<file path="config.mk">
export PLATFORM = sky130hd
export DESIGN_NAME = vx_fpu_rsp_collector
export DESIGN_NICKNAME = d
export VERILOG_FILES = /design/src/rtl/vx_fpu_rsp_collector.sv
export SDC_FILE = /design/constraint.sdc
export NUM_CORES = 1
export LEC_CHECK = 0
export BUFFER_PORTS_ARGS = -buffer_cell sky130_fd_sc_hd__buf_4
export CORE_ASPECT_RATIO = 0.8
export CORE_UTILIZATION = 52
export DETAILED_ROUTE_END_ITERATION = 10
export PLACE_DENSITY_LB_ADDON = 0.2
export SLEW_MARGIN = 30
export SYNTH_ARGS = -nofsm -noshare
export SYNTH_HDL_FRONTEND = slang
export SYNTH_SLANG_ARGS = --single-unit
</file>
<file path="constraint.sdc">
create_clock -name clk -period 9.9 [get_ports clk]
set_clock_uncertainty 0.15 [all_clocks]
set_input_delay 1.485 -clock clk [delete_from_list [all_inputs] [get_ports clk]]
set_output_delay 1.485 -clock clk [all_outputs]
set_load 0.005 [all_outputs]
</file>
<file path="src/rtl/vx_fpu_rsp_collector.sv">
// vx_fpu_rsp_collector
// Consumer end of the FPU response interface. Responses (lane results, mask,
// tag) are queued in a small FIFO and presented to commit one per cycle.
// Per-warp sticky fflags (OR over active lanes) are kept for the fcsr and
// can be read and cleared through the CSR port.
// Optional: define VX_FPU_RSP_PERF_EN to add accept/stall performance counters.
module vx_fpu_rsp_collector #(
    parameter int NUM_LANES = 4,
    parameter int TAG_WIDTH = 8,
    parameter int NUM_WARPS = 4,
    parameter int XLEN      = 32,
    parameter int DEPTH     = 2,
    localparam int WID_BITS = (NUM_WARPS > 1) ? $clog2(NUM_WARPS) : 1
) (
    input  logic                      clk,
    input  logic                      reset,
    input  logic                      rsp_valid,
    input  logic [NUM_LANES*XLEN-1:0] rsp_result,
    input  logic [NUM_LANES*5-1:0]    rsp_fflags,
    input  logic                      rsp_has_fflags,
    input  logic [NUM_LANES-1:0]      rsp_tmask,
    input  logic [TAG_WIDTH-1:0]      rsp_tag,
    output logic                      rsp_ready,
    output logic                      commit_valid,
    output logic [NUM_LANES*XLEN-1:0] commit_result,
    output logic [NUM_LANES-1:0]      commit_tmask,
    output logic [TAG_WIDTH-1:0]      commit_tag,
    input  logic                      commit_ready,
    input  logic [WID_BITS-1:0]       csr_wid,
    output logic [4:0]                csr_fflags,
    input  logic                      csr_clear
`ifdef VX_FPU_RSP_PERF_EN
    ,
    output logic [31:0]               perf_rsp_count,
    output logic [31:0]               perf_stall_count
`endif
);

    localparam int PTR_W = (DEPTH > 1) ? $clog2(DEPTH) : 1;
    localparam int CNT_W = PTR_W + 1;
    localparam logic [CNT_W-1:0] FULL_CNT = CNT_W'(DEPTH);

    logic [PTR_W-1:0] wr_ptr_reg, wr_ptr_next;
    logic [PTR_W-1:0] rd_ptr_reg, rd_ptr_next;
    logic [CNT_W-1:0] count_reg, count_next;
    logic             accept;
    logic             pop;

    logic [NUM_LANES*XLEN-1:0] result_mem [DEPTH];
    logic [NUM_LANES-1:0]      tmask_mem  [DEPTH];
    logic [TAG_WIDTH-1:0]      tag_mem    [DEPTH];

    // Ready comes straight from the registered count, so a pop while full
    // only frees the slot for the following cycle.
    assign rsp_ready    = (count_reg != FULL_CNT);
    assign commit_valid = (count_reg != '0);
    assign accept       = rsp_valid & rsp_ready;
    assign pop          = commit_valid & commit_ready;

    // Pointer and occupancy update; simultaneous push/pop keeps count.
    always_comb begin
        wr_ptr_next = wr_ptr_reg;
        rd_ptr_next = rd_ptr_reg;
        count_next  = count_reg;
        if (accept) begin
            wr_ptr_next = wr_ptr_reg + PTR_W'(1);
        end
        if (pop) begin
            rd_ptr_next = rd_ptr_reg + PTR_W'(1);
        end
        case ({accept, pop})
            2'b10:   count_next = count_reg + CNT_W'(1);
            2'b01:   count_next = count_reg - CNT_W'(1);
            default: count_next = count_reg;
        endcase
    end

    // FIFO control registers; reset discards anything in flight.
    always_ff @(posedge clk or negedge reset) begin
        if (!reset) begin
            wr_ptr_reg <= '0;
            rd_ptr_reg <= '0;
            count_reg  <= '0;
        end else begin
            wr_ptr_reg <= wr_ptr_next;
            rd_ptr_reg <= rd_ptr_next;
            count_reg  <= count_next;
        end
    end

    // Payload storage; contents only matter while count says the slot is live.
    always_ff @(posedge clk) begin
        if (accept) begin
            result_mem[wr_ptr_reg] <= rsp_result;
            tmask_mem[wr_ptr_reg]  <= rsp_tmask;
            tag_mem[wr_ptr_reg]    <= rsp_tag;
        end
    end

    // Head is zeroed when empty so stale payload never leaks to commit.
    assign commit_result = commit_valid ? result_mem[rd_ptr_reg] : '0;
    assign commit_tmask  = commit_valid ? tmask_mem[rd_ptr_reg]  : '0;
    assign commit_tag    = commit_valid ? tag_mem[rd_ptr_reg]    : '0;

    // Per-lane fflags masked by the active-lane mask.
    logic [NUM_LANES*5-1:0] lane_flags_masked;
    logic [4:0]             rsp_flags_or;
    logic [WID_BITS-1:0]    upd_wid;
    logic                   upd_en;
    logic [NUM_WARPS*5-1:0] sticky_flat;

    genvar gi;
    generate
        for (gi = 0; gi < NUM_LANES; gi++) begin : g_lane
            assign lane_flags_masked[gi*5 +: 5] = rsp_tmask[gi] ? rsp_fflags[gi*5 +: 5] : 5'b0;
        end
    endgenerate

    // OR-reduce the active lanes' flags into one 5-bit update.
    always_comb begin
        rsp_flags_or = 5'b0;
        for (int i = 0; i < NUM_LANES; i++) begin
            rsp_flags_or = rsp_flags_or | lane_flags_masked[i*5 +: 5];
        end
    end

    assign upd_wid = rsp_tag[WID_BITS-1:0];
    assign upd_en  = accept & rsp_has_fflags;

    generate
        for (gi = 0; gi < NUM_WARPS; gi++) begin : g_warp
            logic [4:0] sticky_reg, sticky_next;
            logic       hit;
            logic       clr;

            assign hit = upd_en && (upd_wid == WID_BITS'(gi));
            assign clr = csr_clear && (csr_wid == WID_BITS'(gi));

            // Clear takes effect before a same-cycle update is OR-ed in.
            always_comb begin
                sticky_next = sticky_reg;
                if (clr) begin
                    sticky_next = 5'b0;
                end
                if (hit) begin
                    sticky_next = sticky_next | rsp_flags_or;
                end
            end

            // Sticky flag register for this warp.
            always_ff @(posedge clk or negedge reset) begin
                if (!reset) begin
                    sticky_reg <= 5'b0;
                end else begin
                    sticky_reg <= sticky_next;
                end
            end

            assign sticky_flat[gi*5 +: 5] = sticky_reg;
        end
    endgenerate

    // Combinational CSR read; a wid with no tracked warp reads as zero.
    always_comb begin
        csr_fflags = 5'b0;
        for (int i = 0; i < NUM_WARPS; i++) begin
            if (csr_wid == WID_BITS'(i)) begin
                csr_fflags = sticky_flat[i*5 +: 5];
            end
        end
    end

`ifdef VX_FPU_RSP_PERF_EN
    logic [31:0] perf_rsp_count_reg;
    logic [31:0] perf_stall_count_reg;

    // Free-running accept and back-pressure counters, wrapping at 2^32.
    always_ff @(posedge clk or negedge reset) begin
        if (!reset) begin
            perf_rsp_count_reg   <= '0;
            perf_stall_count_reg <= '0;
        end else begin
            if (accept) begin
                perf_rsp_count_reg <= perf_rsp_count_reg + 32'd1;
            end
            if (rsp_valid && !rsp_ready) begin
                perf_stall_count_reg <= perf_stall_count_reg + 32'd1;
            end
        end
    end

    assign perf_rsp_count   = perf_rsp_count_reg;
    assign perf_stall_count = perf_stall_count_reg;
`endif

endmodule

</file>
# Word-level counts from Yosys, hierarchy flattened
# Memories as Yosys holds them, arrays and structs flattened.
# Cells that the tools add are included.
[totals]
register_bits = 24
mem_bits_rw = 280
out_inout_bits = 147
memories = 3
[mem_list]
columns = ["memory", "depth", "word_bits", "rd", "rd_ports_with_merged_regs", "write_ports", "line_no", "source"]
rows = [
  ["result_mem", 2, 128, 1, 0, 1, "49", "logic [NUM_LANES*XLEN-1:0] result_mem [DEPTH];"],
  ["tag_mem", 2, 8, 1, 0, 1, "51", "logic [TAG_WIDTH-1:0] tag_mem [DEPTH];"],
  ["tmask_mem", 2, 4, 1, 0, 1, "50", "logic [NUM_LANES-1:0] tmask_mem [DEPTH];"],
]
[op_classes]
n_addsub = 4
n_eq_ne = 9
n_mux = 22
n_bitwise = 10
n_reduce_logical = 12
[op_table]
columns = ["cell", "n"]
rows = [
  ["128-bit two-way mux", 1],
  ["5-bit two-way mux", 16],
  ["5-bit bitwise OR", 7],
  ["2-bit == test, second input constant", 5],
  ["1-bit logical AND", 8],
  ["8-bit two-way mux", 1],
  ["2-bit by 1-bit == test with 1-bit output, second input constant", 3],
  ["2-bit zero test", 2],
  ["4-bit two-way mux", 1],
  ["2-bit one-hot mux with 2 select lines", 1],
  ["2-bit nonzero test", 2],
  ["1-bit bitwise AND", 3],
  ["1-bit adder, second input constant", 2],
  ["2-bit by 1-bit adder with 2-bit output, second input constant", 1],
  ["1-bit two-way mux", 2],
  ["2-bit != test, second input constant", 1],
  ["2-bit by 1-bit subtractor with 2-bit output, second input constant", 1],
]

# Longest topological paths before layout
# Gate-level depths: netlist of run 1.
[depth]
depth_word = 6
ltp_mapped = 7

# Least setup slack after synthesis of run 1
# Ideal clock, no wire load.
[synth_path]
kind = "input -> register"
from = "in rsp_valid"
to = "mem result_mem[0][0] (netlist bit), enable pin"
arrival_ps = 7393
required_ps = 9109
path_slack_ps = 1716
stages = 2
path_cell_list = "nand2_1 -> nor2_1"
[synth_between]
elab_chain_cells = 3
[synth_rtl]
columns = ["item", "line_no", "source"]
rows = [
  ["start, declared", "17", "input logic rsp_valid,"],
  ["1-bit bitwise AND", "57", "assign accept = rsp_valid & rsp_ready;"],
  ["1-bit two-way mux", "93", "if (accept) begin"],
  ["1-bit two-way mux (implied by the code)", "94", "result_mem[wr_ptr_reg] <= rsp_result;"],
  ["end, declared", "49", ""],
]
# Every way passes these cells.

# Worst setup path in the final report of run 1
[layout_path]
from = "reg rd_ptr_reg"
to = "out commit_result[45]"
[layout_between]
elab_chain_cells = 2
[layout_rtl]
columns = ["item", "line_no", "source"]
rows = [
  ["start, declared", "44", "logic [PTR_W-1:0] rd_ptr_reg, rd_ptr_next;"],
  ["start signal, assigned", "86", "rd_ptr_reg <= rd_ptr_next;"],
  ["memory read 2 x 128 bit", "--", ""],
  ["128-bit two-way mux", "101", "assign commit_result = commit_valid ? result_mem[rd_ptr_reg] : '0;"],
  ["end, declared", "25", "output logic [NUM_LANES*XLEN-1:0] commit_result,"],
]
# Every way passes these cells.

==> results of run 1 <==
[kinds of logic (layout without fill, tap and decap cells)]
family / Yosys count / after routing / share of synthesized area, %
compound gates: 30 / 30 / 2.13
xor+xnor: 5 / 5 / 0.374
fa+ha+maj: 1 / 1 / 0.107
buf+inv: 35 / 376 / 1.62
flops: 304 / 304 / 76.8
mux: 145 / 145 / 12.9
simple gates: 162 / 162 / 6.00
[how the worst min path moves through the flow]
stage	cells after the start	slack, ns	endpoint	from
after floorplan	1	0.31	g_warp[2].sticky_reg[0]	g_warp[2].sticky_reg[0]
after global placement	1	0.33	g_warp[3].sticky_reg[0]	g_warp[3].sticky_reg[0]
after detailed placement	1	0.33	g_warp[3].sticky_reg[0]	g_warp[3].sticky_reg[0]
after CTS	1	0.35	g_warp[3].sticky_reg[0]	g_warp[3].sticky_reg[0]
after global routing	1	0.36	g_warp[3].sticky_reg[0]	g_warp[3].sticky_reg[0]
final	1	0.35	g_warp[3].sticky_reg[0]	g_warp[3].sticky_reg[0]
[final cells by class]
type | count | area, sq um | area share (%)
Clock buffer | 35 | 791 | 5.16
Clock inverter | 16 | 144 | 0.940
Inverter | 2 | 7.51 | 0.0490
Multi-Input combinational cell | 343 | 2540 | 16.6
Sequential cell | 304 | 9010 | 58.8
Tap cell | 300 | 375 | 2.45
Timing Repair Buffer | 323 | 2440 | 15.9
[per-stage QoR]
step                      power [mW]  instance area (sq um)
after detailed placement        3.49                  14400
after floorplan                 2.72                  11700
after global placement          3.46                  14400
after CTS                       4.58                  15300
after global routing            4.75                  15300
final                           4.52                  15300
[synth_stat cells]
cell      number
mux4_2         5
mux2i_1      140
nor4b_4        2
nor3_2         1
xor2_1         2
a22o_1        20
xnor2_1        3
or3b_4         1
nand3b_1       2
ha_1           1
clkbuf_1       4
edfxtp_1     280
inv_1          2
dfrtp_1       24
nor2b_4        1
and3_1         1
nand3_1        1
nor2_1       143
and2_1         1
nand2_1        8
buf_2         20
nor4_4         1
buf_4          9
a22oi_1       10
[layer usage]
metal  vias up  share of wire, %  track usage (%)
met5         -                 0                0
met4         0               2.3             5.41
met3        43               9.6             6.35
met2       278                48             33.9
met1      3244                40             26.6
li1       3204                 -                -
[where the power goes]
group          switching (mW)  internal, mW  leakage (nW)
clock network           0.441         0.639         0.459
registers               0.120          1.75          2.91
logic                   0.798         0.778          2.94
total                    1.36          3.16          6.31
==> metrics, run 1 <==
status finished clean; final antenna-violating net count 0; H-tree levels 1; worst reg2reg setup slack 7.03 ns; Post-CTS Hold Buffers 0; CTS root buffer clkbuf_16; diode count 0; f_max 222 MHz; launch point of the worst path rd_ptr_reg; nets 1173; unrepaired setup endpoints after global routing false; Clk Latency, worst-skew pair 0.54 ns; critical path depth in cells 4; Critical path buffers and inverters 2; Yosys top cell area share 71.7%; Startpoint Class flop; Place WS 5.91 ns; Crit Path Class flop to output pin; Critical Path Sink commit_result[45]; initial antenna violation count 0; commonest cells after routing, fill and taps aside 321 x buf_4, 280 x edfxtp_1, 141 x nor2_1, 140 x mux2i_1, 31 x clkbuf_16; largest net degree at the start of global routing 74; Slew @ Worst Pin 0.885 ns; Post-Layout Cell Count 1323; R2R depth 6; synth warn 0; Synth-to-Final Area Change 30.6%; Setup violations, final 0; Max-Slew Margin vs Limit 41.0%; die width 170 microns; Final Util 70.1%; commonest non-fill, non-tap cell in the layout buf_4; Core Area 21900 sq um; Worst VDD drop 0.198 mV; CP dominant cell by count buf_4; clk sink count 304; critical path peak fanout 49; vias in the first global route 6624; Crit Reg-Reg Endpoint result_mem[0][100]; fin crit share 45.4%; gr usage total 20.6%; Tightest Hold Check Type flop to flop; final worst slack 5.40 ns; delay of the slowest critical-path stage 0.91 ns; layout filler cell count 1505; number of synthesized register bits 304; leak pwr 6.31 nW; crit-path cells buf_4 -> mux2i_1 -> nor2_1 -> buf_4; fin crit period 4.50 ns; gr ovfl total 0; number of maximum-capacitance violations 0; post-CTS sizing 0; die area 23200 sq um; hold_ws 0.351 ns; GPL Wtd Cong 0.802; vias per cell 5.12; Fin Setup TNS 0 ns; Largest register FFs 256; largest area contributor in the netlist edfxtp_1; Seq/Total Area, Yosys 76.8%; placed cell count 1271; Worst R2R Start count_reg[0]; PortBufs 314; I/O pin total 315; post-CTS setup buffer count 0; fin. max-slew vios 0; Mean Syn Cell Area 17.2 sq um; CTS clock-pin slew for the worst setup and hold paths 0.06 ns; Row Count 48; DR pass1 iterations 4; Routed WL 24600 microns; top cells by area, synth edfxtp_1 72%, mux2i_1 12%, dfrtp_1 5.1%, nor2_1 4.6%, a22o_1 1.5%; Req. time, crit path 8.27 ns; Initial DRC Count 390; CP max stage cell dfrtp_4; Post-DP HPWL 15800 microns; Post-Syn Area 11700 sq um; Cell variety after synth 24; Critical Path End Type output pin; Arr. time, crit path 2.86 ns; global-route wire length before repair 36200 microns; Mapped Nets 851; post-synthesis cell count 682; DR vias 6769; CTS Buf Count 30; layout cells sized above 1 36.8%; CTS tree yes; clk buf depth 3; Fin. Hold Viols 0; delay-heaviest family, CP buffers and inverters; Pwr Density 295 nW/um^2; starting density of the core 53.6%; DRC Markers 0; Die Y 136 microns; WL/cell 18.6 microns
(Power assumes the default switching activity.)
==> inputs of run 2 (changes only) <==
ABC_AREA = 1   (was unset)
CORE_UTILIZATION = 47   (was 52)
clock period = 3.67 ns   (was 9.9 ns; I/O delays follow)
==> metrics, run 2 <==
sequential cell area 9010 sq um (unchanged); most frequent cell after synthesis nand2_1; gr ovfl total 0 (unchanged); Cell variety after synth 20 (-17%); total power 12.1 mW (+170%); Synth Area in Adders 0.107% (-0.00020 points); WL/cell 17.1 microns (-8.1%); Max-Slew Margin vs Limit 52.0% (+11 points); top cells by area, synth edfxtp_1 72%, nand2_1 13%, a21oi_1 6.0%, dfrtp_1 5.1%, buf_2 1.4%; compound-cell area share of the yosys netlist 6.01% (+3.9 points); R2R depth 5 (-1); Routed WL 26900 microns (+9.5%); Multi-input gate area 2400 sq um (-5.5%); starting density of the core 48.1% (-5.6 points); Crit Path Class flop to output pin; post-CTS sizing 0 (unchanged); critical path peak fanout 70 (+43%); Critical Path End Type output pin; fin. max-slew vios 0 (unchanged); commonest non-fill, non-tap cell in the layout nand2_1; Post-Synth Simple-Gate Area 14.0% (+8.0 points); Post-Syn Area 11700 sq um (+0.19%); vias per cell 5.03 (-1.8%); Post-DP HPWL 16500 microns (+4.3%); number of maximum-capacitance violations 0 (unchanged); DRC Markers 0 (unchanged); DR vias 7921 (+17%); global-route wire length before repair 40100 microns (+11%); f_max 321 MHz; leak pwr 6.19 nW (-2.0%); largest net degree at the start of global routing 141 (+91%); clk buf depth 3 (unchanged); fin crit period 3.11 ns; die area 25600 sq um (+11%); Req. time, crit path 2.97 ns (-5.30 ns); Mean Syn Cell Area 12.7 sq um (-26%); die width 179 microns (+5.2%); Async S/R FF share, synth 7.89% (unchanged); top cells by count, synth 393 x nand2_1, 280 x edfxtp_1, 141 x a21oi_1, 32 x buf_2, 24 x dfrtp_1; Mapped Nets 1093 (+28%); diode count 0 (unchanged); gr usage total 20.3% (-0.22 points); Arr. time, crit path 2.41 ns (-0.45 ns); Largest register FFs 256 (unchanged); number of synthesized flops with an enable pin 280 (unchanged); CTS tree yes; DR pass1 iterations 5 (+1); multiplexer share of the synthesized area 0% (-13 points); main combinational cell family by area after synthesis simple AND/OR/NAND/NOR gates; largest area contributor in the netlist edfxtp_1; Tightest Hold Check Type primary input to flop; Final Util 62.5% (-7.6 points); Fin. Hold Viols 0 (unchanged); PortBufs 314 (unchanged); unrepaired setup endpoints after global routing false; clk sink count 304 (unchanged); hold depth 1 (unchanged); I/O pin total 315 (unchanged); nets 1404 (+20%); Pwr Density 795 nW/um^2 (+170%); layout filler cell count 1931 (+28%); Worst VDD drop 0.550 mV (+180%); Post-CTS Hold Buffers 1 (+1); initial antenna violation count 0 (unchanged); H-tree levels 1 (unchanged); status finished clean; vias in the first global route 7449 (+12%); fin crit share 84.8%; Startpoint Class flop; GPL Wtd Cong 0.834 (+4.0%); Fin Setup TNS 0 ns (unchanged); final antenna-violating net count 0 (unchanged); Primary FF master, synth edfxtp_1; Post-Synth XOR/XNOR Area 0.224% (-0.15 points); CTS Buf Count 30 (unchanged); Yosys top cell area share 71.6% (-0.14 points); Seq/Total Area, Yosys 76.7% (-0.15 points); Setup violations, final 0 (unchanged); CTS root buffer clkbuf_16; layout cells sized above 1 29.7% (-7.0 points); commonest cells after routing, fill and taps aside 393 x nand2_1, 318 x buf_4, 280 x edfxtp_1, 141 x a21oi_1, 31 x clkbuf_16; Slew @ Worst Pin 0.720 ns (-0.165 ns); Die Y 143 microns (+5.2%); post-synthesis cell count 924 (+35%); post-CTS setup buffer count 0 (unchanged); Initial DRC Count 491 (+26%); number of synthesized register bits 304 (unchanged); Clk Latency, worst-skew pair 0.54 ns (about the same); Synth-to-Final Area Change 30.0%; synth warn 0 (unchanged); CTS clock-pin slew for the worst setup and hold paths 0.06 ns (about the same); Row Count 51 (+6.3%); Core Area 24400 sq um (+12%)
-- run 2: final timing paths --
check,start,end,slack (ns)
setup / recovery,rd_ptr_reg,commit_result[51],0.56
hold / removal,rsp_tag[7],tag_mem[1][7],0.04
setup reg to reg,count_reg[0],result_mem[1][22],1.53
hold reg to reg,g_warp[2].sticky_reg[1],g_warp[2].sticky_reg[1],0.33
max in group asynchronous,reset,rd_ptr_reg,2.79
min in group asynchronous,reset,g_warp[0].sticky_reg[3],0.30
-- run 2: kinds of logic (layout without fill, tap and decap cells) --
logic type,after synthesis,in the layout
AOI/OAI and AO/OA,141,141
and+or+nand+nor,417,417
DFF,304,304
adders and majority gates,1,1
buffers and inverters,58,392
xor gates and xnor gates,3,3
-- run 2: where the power goes --
group / switching [mW] / internal, mW / leakage, nW
combinational: 2.54 / 1.93 / 2.84
sequential: 0.206 / 4.70 / 2.91
clock: 1.19 / 1.57 / 0.436
total: 3.94 / 8.20 / 6.19
-- run 2: area by class of cell --
| cell class | instances | share of cell area (%) |
|---|---|---|
| clock buffers | 44 | 5.46 |
| clock inverters | 11 | 0.369 |
| inverters | 12 | 0.311 |
| multi-input cells | 562 | 15.7 |
| flip-flops and latches | 304 | 59.0 |
| well taps | 318 | 2.61 |
| repair buffers | 325 | 16.5 |
-- run 2: layer usage --
metal | global-route usage, % | vias up | routed length, microns
met2 | 32.8 | 277 | 12800
met5 | 0 | - | 0
met1 | 27.0 | 3778 | 11100
met3 | 6.32 | 37 | 2520
li1 | - | 3829 | -
met4 | 4.91 | 0 | 501
-- run 2: critical path, cell delays in order, from the launching register on --
cell and delay, ns:
dfrtp_4 0.50, inv_4 0.39, buf_12 0.33, nand2_1 0.11, a21oi_1 0.27, buf_4 0.17
-- run 2: per-stage QoR --
stage,std cells,hold WS (ns),setup slack [ns],area [sq um]
floorplan,924,0.105,-1.26,11800
global placement,1520,0.312,1.16,14400
detailed placement,1520,0.315,1.16,14400
CTS,1576,0.0124,0.570,15300
global route,1576,0.0130,0.466,15300
finish,1576,0.0442,0.560,15300
